### src/rtl/register_file_module_if.sv
// Write/read/dirty bus of the register file; the register file uses the slave side.
// AW is derived here so the bench and the design agree on the address width.
interface register_file_module_if #(
   parameter int WIDTH = 8,
   parameter int DEPTH = 8
);
   localparam int AW = ($clog2(DEPTH) > 1) ? $clog2(DEPTH) : 1;

   logic             WRITE;
   logic [1:0]       WRITE_OP;
   logic [AW-1:0]    WRITE_ADDR;
   logic [WIDTH-1:0] WRITE_DATA;
   logic             DIRTY_CLEAR;
   logic [AW-1:0]    READ_ADDR_A;
   logic [AW-1:0]    READ_ADDR_B;
   logic [WIDTH-1:0] READ_DATA_A;
   logic [WIDTH-1:0] READ_DATA_B;
   logic [DEPTH-1:0] DIRTY;

   modport master (
      output WRITE, WRITE_OP, WRITE_ADDR, WRITE_DATA, DIRTY_CLEAR,
      output READ_ADDR_A, READ_ADDR_B,
      input  READ_DATA_A, READ_DATA_B, DIRTY
   );

   modport slave (
      input  WRITE, WRITE_OP, WRITE_ADDR, WRITE_DATA, DIRTY_CLEAR,
      input  READ_ADDR_A, READ_ADDR_B,
      output READ_DATA_A, READ_DATA_B, DIRTY
   );
endinterface

### src/rtl/register_file_module.sv
// Two-read/one-write register file with load/set/clear/toggle writes and per-register dirty flags.
// Reads are combinational (optional same-cycle write forwarding); state updates on the falling CLK edge, no backpressure.
module register_file_module #(
   parameter int             WIDTH    = 8,
   parameter int             DEPTH    = 8,
   parameter logic [WIDTH-1:0] INIT   = '0,
   parameter bit             ZERO_REG = 1'b0,
   parameter bit             BYPASS   = 1'b1
) (
   input logic CLK,
   input logic RST,
   register_file_module_if.slave bus
);
   localparam int AW = ($clog2(DEPTH) > 1) ? $clog2(DEPTH) : 1;

   localparam logic [1:0] OP_LOAD  = 2'b00;
   localparam logic [1:0] OP_SET   = 2'b01;
   localparam logic [1:0] OP_CLEAR = 2'b10;
   localparam logic [1:0] OP_TOGGLE = 2'b11;

   logic [WIDTH-1:0] regs_q [DEPTH];
   logic [WIDTH-1:0] regs_d [DEPTH];
   logic [DEPTH-1:0] dirty_q;
   logic [DEPTH-1:0] dirty_d;

   logic [DEPTH-1:0] wr_sel;
   logic             wr_ok;
   logic [WIDTH-1:0] cur_val;
   logic [WIDTH-1:0] nv;
   logic             byp_ok;
   logic [WIDTH-1:0] rd_a;
   logic [WIDTH-1:0] rd_b;

   // One-hot decode; out-of-range addresses and a hardwired zero register never select.
   always_comb begin
      wr_sel  = '0;
      cur_val = '0;
      for (int i = 0; i < DEPTH; i++) begin
         if (bus.WRITE_ADDR == AW'(i)) begin
            wr_sel[i] = 1'b1;
            cur_val   = regs_q[i];
         end
      end
      if (ZERO_REG) begin
         wr_sel[0] = 1'b0;
      end
      wr_ok = bus.WRITE && (|wr_sel);
   end

   always_comb begin
      nv = bus.WRITE_DATA;
      case (bus.WRITE_OP)
         OP_LOAD:   nv = bus.WRITE_DATA;
         OP_SET:    nv = cur_val | bus.WRITE_DATA;
         OP_CLEAR:  nv = cur_val & ~bus.WRITE_DATA;
         OP_TOGGLE: nv = cur_val ^ bus.WRITE_DATA;
         default:   nv = bus.WRITE_DATA;
      endcase
   end

   always_comb begin
      for (int i = 0; i < DEPTH; i++) begin
         regs_d[i] = (wr_ok && wr_sel[i]) ? nv : regs_q[i];
      end
      // A write on the same edge as a clear leaves its own flag set.
      dirty_d = (bus.DIRTY_CLEAR ? '0 : dirty_q) | (wr_ok ? wr_sel : '0);
   end

   always_comb begin
      rd_a = '0;
      rd_b = '0;
      for (int i = 0; i < DEPTH; i++) begin
         if (!(ZERO_REG && (i == 0))) begin
            if (bus.READ_ADDR_A == AW'(i)) begin
               rd_a = regs_q[i];
            end
            if (bus.READ_ADDR_B == AW'(i)) begin
               rd_b = regs_q[i];
            end
         end
      end
      // Forwarding is suppressed while reset is asserted: the edge will load INIT, not nv.
      byp_ok = BYPASS && RST && wr_ok;
      if (byp_ok && (bus.READ_ADDR_A == bus.WRITE_ADDR)) begin
         rd_a = nv;
      end
      if (byp_ok && (bus.READ_ADDR_B == bus.WRITE_ADDR)) begin
         rd_b = nv;
      end
   end

   always_ff @(negedge CLK) begin
      if (!RST) begin
         for (int i = 0; i < DEPTH; i++) begin
            regs_q[i] <= (ZERO_REG && (i == 0)) ? '0 : INIT;
         end
         dirty_q <= '0;
      end else begin
         regs_q  <= regs_d;
         dirty_q <= dirty_d;
      end
   end

   assign bus.READ_DATA_A = rd_a;
   assign bus.READ_DATA_B = rd_b;
   assign bus.DIRTY       = dirty_q;
endmodule

### src/flat_wrapper.sv
// flat-port wrapper written by rule: the top's interface ports become plain ports
module register_file_module_flat 
#(
   parameter int             WIDTH    = 8,
   parameter int             DEPTH    = 8,
   parameter logic [WIDTH-1:0] INIT   = '0,
   parameter bit             ZERO_REG = 1'b0,
   parameter bit             BYPASS   = 1'b1
)
  (CLK, RST, bus_WRITE, bus_WRITE_OP, bus_WRITE_ADDR, bus_WRITE_DATA, bus_DIRTY_CLEAR, bus_READ_ADDR_A, bus_READ_ADDR_B, bus_READ_DATA_A, bus_READ_DATA_B, bus_DIRTY);
  register_file_module_if #(.WIDTH(WIDTH), .DEPTH(DEPTH)) bus_i ();
  input logic CLK;
  input logic RST;
  input wire logic [$bits(bus_i.WRITE)-1:0] bus_WRITE;
  input wire logic [$bits(bus_i.WRITE_OP)-1:0] bus_WRITE_OP;
  input wire logic [$bits(bus_i.WRITE_ADDR)-1:0] bus_WRITE_ADDR;
  input wire logic [$bits(bus_i.WRITE_DATA)-1:0] bus_WRITE_DATA;
  input wire logic [$bits(bus_i.DIRTY_CLEAR)-1:0] bus_DIRTY_CLEAR;
  input wire logic [$bits(bus_i.READ_ADDR_A)-1:0] bus_READ_ADDR_A;
  input wire logic [$bits(bus_i.READ_ADDR_B)-1:0] bus_READ_ADDR_B;
  output wire logic [$bits(bus_i.READ_DATA_A)-1:0] bus_READ_DATA_A;
  output wire logic [$bits(bus_i.READ_DATA_B)-1:0] bus_READ_DATA_B;
  output wire logic [$bits(bus_i.DIRTY)-1:0] bus_DIRTY;
  assign bus_i.WRITE = bus_WRITE;
  assign bus_i.WRITE_OP = bus_WRITE_OP;
  assign bus_i.WRITE_ADDR = bus_WRITE_ADDR;
  assign bus_i.WRITE_DATA = bus_WRITE_DATA;
  assign bus_i.DIRTY_CLEAR = bus_DIRTY_CLEAR;
  assign bus_i.READ_ADDR_A = bus_READ_ADDR_A;
  assign bus_i.READ_ADDR_B = bus_READ_ADDR_B;
  assign bus_READ_DATA_A = bus_i.READ_DATA_A;
  assign bus_READ_DATA_B = bus_i.READ_DATA_B;
  assign bus_DIRTY = bus_i.DIRTY;
  register_file_module #(.WIDTH(WIDTH), .DEPTH(DEPTH), .INIT(INIT), .ZERO_REG(ZERO_REG), .BYPASS(BYPASS)) u_core (.CLK(CLK), .RST(RST), .bus(bus_i));
endmodule
### config.mk
export PLATFORM = sky130hd
export DESIGN_NAME = register_file_module_flat
export DESIGN_NICKNAME = d
export VERILOG_FILES = /design/src/rtl/register_file_module_if.sv /design/src/rtl/register_file_module.sv /design/src/flat_wrapper.sv
export SDC_FILE = /design/constraint.sdc
export NUM_CORES = 1
export LEC_CHECK = 0
export CAP_MARGIN = 20
export CORE_AREA = 4 4 151 124
export DETAILED_ROUTE_END_ITERATION = 7
export DIE_AREA = 0 0 155 128
export SLEW_MARGIN = 0
export SYNTH_ARGS = -nofsm -noshare
export SYNTH_HDL_FRONTEND = slang
export SYNTH_SLANG_ARGS = --single-unit
export TNS_END_PERCENT = 50
### constraint.sdc
create_clock -name CLK -period 5.7 [get_ports CLK]
set_input_delay 1.425 -clock CLK [delete_from_list [all_inputs] [get_ports CLK]]
set_output_delay 1.425 -clock CLK [all_outputs]
set_load 0.01 [all_outputs]
# Word-level counts from Yosys, hierarchy flattened
# Index checks and enable logic that the tools add are counted.
# Widths: inputs -> output; s select.
[op_classes]
bitwise = 5
n_reduce_logical = 17
eq_ne = 26
muxes = 37
[ops]
columns = ["op", "count"]
rows = [
  ["$mux 8", 28],
  ["$eq 3x3->1 const B", 12],
  ["$pmux 8 s4", 1],
  ["$eq 3x2->1 const B", 6],
  ["$or 8x8->8", 2],
  ["$logic_and 1x1->1", 12],
  ["$eq 3x1->1 const B", 3],
  ["$logic_not 3->1", 3],
  ["$and 8x8->8", 1],
  ["$mux 1", 8],
  ["$not 8->8", 1],
  ["$reduce_or 8->1", 1],
  ["$xor 8x8->8", 1],
  ["$eq 3x3->1", 2],
  ["$eq 2x2->1 const B", 2],
  ["$eq 2x1->1 const B", 1],
  ["$logic_not 2->1", 1],
]
[totals]
regBits = 72
elab_cells = 94
input_bits = 23
out_inout_bits = 24

# Longest topological paths before layout
# Gate-level depths: netlist of the first run.
[logic_depth]
ltp_word = 12
mapped_depth = 13
mapped_depth_nobuf = 9

==> results.py, run 1 <==
metrics = {
    "run_status": {
        "outcome": "finished with violations",
        "violations": "negative setup slack",
    },
    "clock_network": {
        "numCtsBuffers": 9,
        "clk_pin_slew_ns": 0.04,
        "htree_levels": 3,
        "clockBufferDepth": 2,
        "worstSkewPairLatency_ns": 0.41,
        "clock_sinks": 72,
        "clockRootBuffer": "clkbuf_16",
        "cts_tree": "yes",
    },
    "drt": {
        "drtAntennaViolNets": 0,
        "route.vias.total": 5231,
        "wl_per_cell_microns": 18.76,
        "wl_mm": 18.52,
        "drtPass1Iterations": 6,
        "drc": 0,
        "drt-initial-drc-count": 366,
        "avgViaCountPerCell": 5.300,
    },
    "synth": {
        "synth_top_family_by_area": "multiplexers",
        "synth_compound_area_share_pct": 21.68,
        "synthCells": 527,
        "ys_types": 44,
        "yosys_warnings": 0,
        "synth.avg_cell_area_sq_um": 9.658,
        "synth_fa_ha_area_share_pct": 3.933,
        "async_reset_ff_share_pct": 0,
        "synth_seq_cells": 72,
        "synth-xor-area-share_pct": 1.032,
        "synth_area_leaders": "dfxtp_1, mux4_2, o211a_1, mux2i_1, nand2_1",
        "muxShareOfSynthArea_pct": 24.73,
        "synth-seq-area-share_pct": 28.32,
        "syn_nets": 566,
        "synth_top_cell_area_share_pct": 28.32,
        "synth_edf_count": 0,
        "ys.flop_type": "dfxtp_1",
        "synth_top_area_cell": "dfxtp_1",
        "syn_area_sq_um": 5090,
        "yosys.area_share.simple_pct": 13.18,
    },
    "critical_path": {
        "crit_path_end_kind": "output port",
        "cp_common_cell": "mux4_2",
        "path_buf_inv": 1,
        "slowest_delay_ns": 0.56,
        "required_ns": 4.28,
        "critPathTopFamily": "multiplexers",
        "worstPathArrival_ns": 5.53,
        "worstReg2RegStart": "u_core.regs_q[4]",
        "r2r_cells": 9,
        "cp_max_fo": 5,
        "r2r-end": "u_core.regs_q[60]",
        "cpMaxStageDelayCell": "mux4_2",
        "r2r_setup_slack_ns": 3.21,
        "path_cells": "mux4_2 -> mux2_4 -> ha_4 -> mux4_2 -> a32oi_2 -> buf_2",
        "cp-start-kind": "register",
        "crit_type": "register to output port",
    },
    "layout": {
        "design_area_sq_um": 7811,
        "drive_above_1_share_pct": 40.42,
        "diodes": 0,
        "multi_input_area_sq_um": 3546,
        "stdcell_count": 987,
        "final_nets": 799,
        "fillers": 1588,
        "area.growth.synth_to_final_pct": 53.47,
        "regArea_sq_um": 1461,
    },
    "sta": {
        "drv_slew": 0,
        "worstMarginPinSlew_ns": 0.4808,
        "final-setup-viol-count": 80,
        "max-slew-margin-rel_pct": 67.84,
        "hold_violations": 0,
        "finalClockSkew_ns": 0.01729,
        "rsz0062_at_grt": "yes",
        "setup_ws_ns": -1.260,
    },
    "power": {
        "powerDensity_nw_per_um2": 214.7,
        "power.total_mw": 1.677,
        "ir_drop_v": 0.0001481,
        "p_leak_nw": 4.098,
    },
    "floorplan": {
        "rows": 43,
        "start_util_pct": 29.66,
        "coreArea_sq_um": 17160,
        "io_pins": 47,
        "die_x_microns": 155,
        "die-area_sq_um": 19840,
        "die_h_microns": 128,
    },
    "place": {
        "placed_cell_area_sq_um": 6751,
        "gp_congestion": 0.8792,
        "port_buffers": 46,
        "hpwl_mm": 12.71,
        "dp_cells": 869,
    },
    "hold_path": {
        "min_path_type": "register to register",
        "min_from": "u_core.bus.DIRTY[4]",
        "min_path_cells": 2,
        "min_to": "u_core.bus.DIRTY[4]",
    },
    "global_route": {
        "grt_pass1_wl_mm": 28.99,
        "grt_use_total_pct": 18.74,
        "grt_overflow": 0,
        "grt_pass1_vias": 5454,
        "antenna_found_initial": 0,
        "grt_max_degree": 74,
    },
    "job": {
        "drv_cap": 0,
    },
}
-- cell usage after synthesis (all sizes together), types with 4 or more instances --
library cell,count
a211oi,8
a21oi,7
a31oi,8
buf,31
clkbuf,21
dfxtp,72
ha,16
inv,25
mux2,12
mux2i,47
mux4,29
nand2,71
nand2b,8
nand3,4
nor2,15
nor2b,20
nor3b,6
o211a,56
o21a,10
o21ai,18
o21bai,6
xor2,6
-- layout by cell type, fill, tap and decap left out, types with 4 or more instances in the layout --
cell type	n
nand2_1	39
o21ai_0	13
clkbuf_16	9
a31oi_1	8
nand2_2	32
buf_6	29
nor2_1	8
clkdlybuf4s50_1	25
dfxtp_2	16
inv_1	96
mux2_2	6
nor3b_1	6
xor2_1	6
buf_2	14
nand2b_1	8
ha_1	10
a21oi_1	6
o21a_1	10
ha_4	6
o21bai_1	6
mux4_2	29
nand3_1	4
nor2b_1	20
a211oi_1	8
buf_4	115
buf_12	15
mux2i_1	45
o211a_1	56
mux2_4	6
dfxtp_1	56
nor2_2	7
-- metrics by stage --
stage / hold slack, ns / TNS [ns] / utilization [%] / worst slack (ns)
floorplan: 0.4838 / -50.17 / - / -0.7479
global placement: 0.5573 / -103.25 / 39.34 / -1.312
detailed placement: 0.5631 / -105.01 / 39.34 / -1.331
CTS: 0.5797 / -44.05 / 44.42 / -1.247
global route: 0.6129 / -55.57 / 45.51 / -1.328
finish: 0.5758 / -49.83 / 45.51 / -1.260
-- cells by family after synthesis --
logic type               count (synthesis)
AND/OR/NAND/NOR                        133
buffers and inverters                   77
XOR/XNOR                                 6
adder cells (fa/ha/maj)                 16
AO/OA/AOI/OAI                          135
multiplexers                            88
flip-flops                              72
-- cell type report --
cell class                 count  share of cell area (%)
timing repair buffer         203                   24.24
sequential                    72                   18.71
multi-input combinational    378                   45.39
inverter                      24                   1.153
tap                          225                   3.604
clock inverter                76                   4.021
clock buffer                   9                   2.883
-- state kept, by name, indices dropped and copies added, names as in the netlist --
register          count
u_core.regs_q        64
u_core.bus.DIRTY      8
-- how the worst max path moves through the flow --
stage / from / to / slack [ns] / cells past startpoint
floorplan: u_core.regs_q[11] / bus_READ_DATA_A[3] / -0.75 / 7
global placement: u_core.regs_q[38] / bus_READ_DATA_B[6] / -1.31 / 7
detailed placement: bus_WRITE_ADDR[1] / u_core.regs_q[27] / -1.33 / 8
CTS: u_core.regs_q[35] / bus_READ_DATA_A[3] / -1.25 / 7
global route: u_core.regs_q[37] / bus_READ_DATA_A[5] / -1.33 / 6
finish: u_core.regs_q[37] / bus_READ_DATA_A[5] / -1.26 / 6
-- worst register-to-register path, cell delays in order (launching register included) --
cell	delay, ns
dfxtp_1	0.31
mux4_2	0.47
mux2_4	0.30
ha_4	0.21
mux4_2	0.56
buf_6	0.16
buf_6	0.10
buf_6	0.12
nand2_2	0.06
o211a_1	0.15
-- per-layer routing --
| layer | track usage [%] | wire, microns | up-vias |
|---|---|---|---|
| met3 | 6.615 | 1369 | 41 |
| met2 | 27.14 | 8125 | 227 |
| met1 | 24.36 | 8383 | 2561 |
| li1 | - | - | 2402 |
| met5 | 0 | 0 | - |
| met4 | 10.18 | 638 | 0 |
-- where the power goes --
group          switching, mW  internal, mW
combinational          0.190         0.205
sequential           0.00882         0.525
clock                  0.353         0.396
total                  0.552          1.13
-- what timing repair did --
| item | 4_1_cts | 5_1_grt |
|---|---|---|
| gates cloned | 1 | 0 |
| gates resized for setup | 141 | 40 |
| endpoints found under the setup margin | 82 | 80 |
| hold buffers | 0 | 0 |
| setup buffers | 23 | 11 |
| pin swaps | 16 | 14 |
| hold endpoints to repair | 0 | 0 |
Power figures use the tool's default switching activity.
==> run 2: changes to the inputs <==
--- a/config.mk
+++ b/config.mk
@@ -5,10 +5,10 @@
 export SDC_FILE = /design/constraint.sdc
 export NUM_CORES = 1
 export LEC_CHECK = 0
-export CAP_MARGIN = 20
-export CORE_AREA = 4 4 151 124
+export CORE_AREA = 2 2 149 122
+export CTS_CLUSTER_SIZE = 24
 export DETAILED_ROUTE_END_ITERATION = 7
-export DIE_AREA = 0 0 155 128
+export DIE_AREA = 0 0 151 124
 export SLEW_MARGIN = 0
 export SYNTH_ARGS = -nofsm -noshare
 export SYNTH_HDL_FRONTEND = slang
==> run 2 against run 1 <==
The run still ends with negative setup slack left. Clock power increased by 1%. Non-clock buffer count decreased by 5. Clock-buffer cell count did not move.
==> results.py, run 2 (synthesized netlist as in run 1, its figures left out) <==
metrics = {
    "layout": {
        "largest_reg_flops": 64,
        "area.growth.synth_to_final_pct": 51.50,
        "regMostFlops": "u_core.regs_q",
        "final_nets": 794,
        "stdcell_count": 984,
        "mostFrequentLayoutCells": "buf_4, inv_1, o211a_1, dfxtp_1, nand2_1",
        "drive_above_1_share_pct": 39.39,
        "diodes": 0,
        "fillers": 1631,
        "layout_commonest_cell": "buf_4",
        "final_util_pct": 45.07,
    },
    "clock_network": {
        "cts_tree": "yes",
        "worstSkewPairLatency_ns": 0.41,
        "clockRootBuffer": "clkbuf_16",
        "htree_levels": 3,
        "clk_pin_slew_ns": 0.04,
        "clockBufferDepth": 2,
        "clock_sinks": 72,
        "numCtsBuffers": 9,
    },
    "drt": {
        "drtPass1Iterations": 5,
        "route.vias.total": 5187,
        "avgViaCountPerCell": 5.271,
        "wl_per_cell_microns": 18.33,
        "drt-initial-drc-count": 321,
        "drtAntennaViolNets": 0,
        "drc": 0,
        "wl_mm": 18.03,
    },
    "power": {
        "pwr-share-seq_pct": 31.7,
        "ir_drop_v": 0.0001488,
        "power.total_mw": 1.681,
        "p_clk_share_pct": 45.2,
        "p_leak_nw": 4.054,
        "netSwitchingFraction_pct": 35.10,
        "switching_power_mw": 0.5900,
        "internal_power_mw": 1.091,
        "comb_power_share_pct": 23.0,
        "powerDensity_nw_per_um2": 218.0,
    },
    "global_route": {
        "grt_pass1_vias": 5455,
        "grt_use_total_pct": 19.81,
        "grt_max_degree": 36,
        "antenna_found_initial": 0,
        "grt_pass1_wl_mm": 28.28,
        "grt_overflow": 0,
    },
    "sta": {
        "final-setup-viol-count": 80,
        "finalClockSkew_ns": 0.01977,
        "drv_slew": 0,
        "max-slew-margin-rel_pct": 65.59,
        "rsz0062_at_grt": "yes",
        "setup-tns-final_ns": -52.37,
        "hold_violations": 0,
        "worstMarginPinSlew_ns": 0.5161,
        "setup_ws_ns": -1.314,
    },
    "floorplan": {
        "die_x_microns": 151,
        "rows": 43,
        "io_pins": 47,
        "die-area_sq_um": 18720,
        "die_h_microns": 124,
        "start_util_pct": 29.75,
        "coreArea_sq_um": 17110,
    },
    "hold_path": {
        "min_path_type": "register to register",
    },
    "critical_path": {
        "required_ns": 4.28,
        "worstPathArrival_ns": 5.59,
        "crit_path_end_kind": "output port",
        "cp_max_fo": 2,
        "cp-start-kind": "register",
        "crit_type": "register to output port",
    },
    "place": {
        "hpwl_mm": 12.01,
        "gp_congestion": 0.8906,
        "dp_cells": 868,
        "dp_slack_ns": -1.330,
        "port_buffers": 46,
    },
    "run_status": {
        "outcome": "finished with violations",
        "violations": "negative setup slack",
    },
    "job": {
        "drv_cap": 0,
    },
}
## run 2: final timing paths
| check | from | end | slack, ns | cells after the start |
|---|---|---|---|---|
| setup / recovery | u_core.regs_q[38] | bus_READ_DATA_B[6] | -1.31 | 7 |
| hold / removal | u_core.bus.DIRTY[7] | u_core.bus.DIRTY[7] | 0.59 | 2 |
| setup reg to reg | u_core.regs_q[38] | u_core.regs_q[46] | 3.23 | 9 |
| hold reg to reg | u_core.bus.DIRTY[7] | u_core.bus.DIRTY[7] | 0.59 | 2 |
## run 2: timing repair
action                     CTS  global route
gates resized for setup    132            41
pin swaps                   13             7
hold buffers                 0             0
setup endpoints to repair   83            80
setup buffers               23            10
## run 2: layout make-up
type | count | area, sq um | area share [%]
clock buffers | 9 | 225.2 | 2.921
clock inverters | 78 | 322.8 | 4.186
inverters | 24 | 90.09 | 1.168
multi-input cells | 378 | 3550 | 46.03
flip-flops and latches | 72 | 1461 | 18.95
well taps | 225 | 281.5 | 3.651
repair buffers | 198 | 1780 | 23.09
## run 2: per-stage QoR
step	area, sq um	hold slack, ns
4_1_cts	7517	0.5873
3_3_place_gp	6694	0.5618
6_report	7711	0.5865
3_5_place_dp	6694	0.5586
2_1_floorplan	5275	0.4838
5_1_grt	7711	0.6075
## run 2: critical path, stage by stage, from the launching register on
cell	delay, ns
dfxtp_1	0.32
mux4_2	0.47
mux2_4	0.31
ha_4	0.21
mux4_2	0.52
buf_6	0.15
mux2i_2	0.19
buf_2	0.17
## run 2: layer usage
layer	routed length, microns	up-vias	global-route usage, %
met1	8179	2533	25.58
li1	-	2408	-
met3	1081	36	5.055
met5	0	-	0
met4	420	0	9.287
met2	8353	210	31.14
## run 2: power groups by stage
| stage | logic, mW | clock network, mW | registers, mW |
|---|---|---|---|
| after floorplan | 0.187 | 0.0777 | 0.543 |
| after global routing | 0.412 | 0.827 | 0.534 |
| after CTS | 0.360 | 0.778 | 0.533 |
| after global placement | 0.314 | 0.0777 | 0.539 |
| final | 0.387 | 0.760 | 0.534 |
| after detailed placement | 0.321 | 0.0777 | 0.539 |
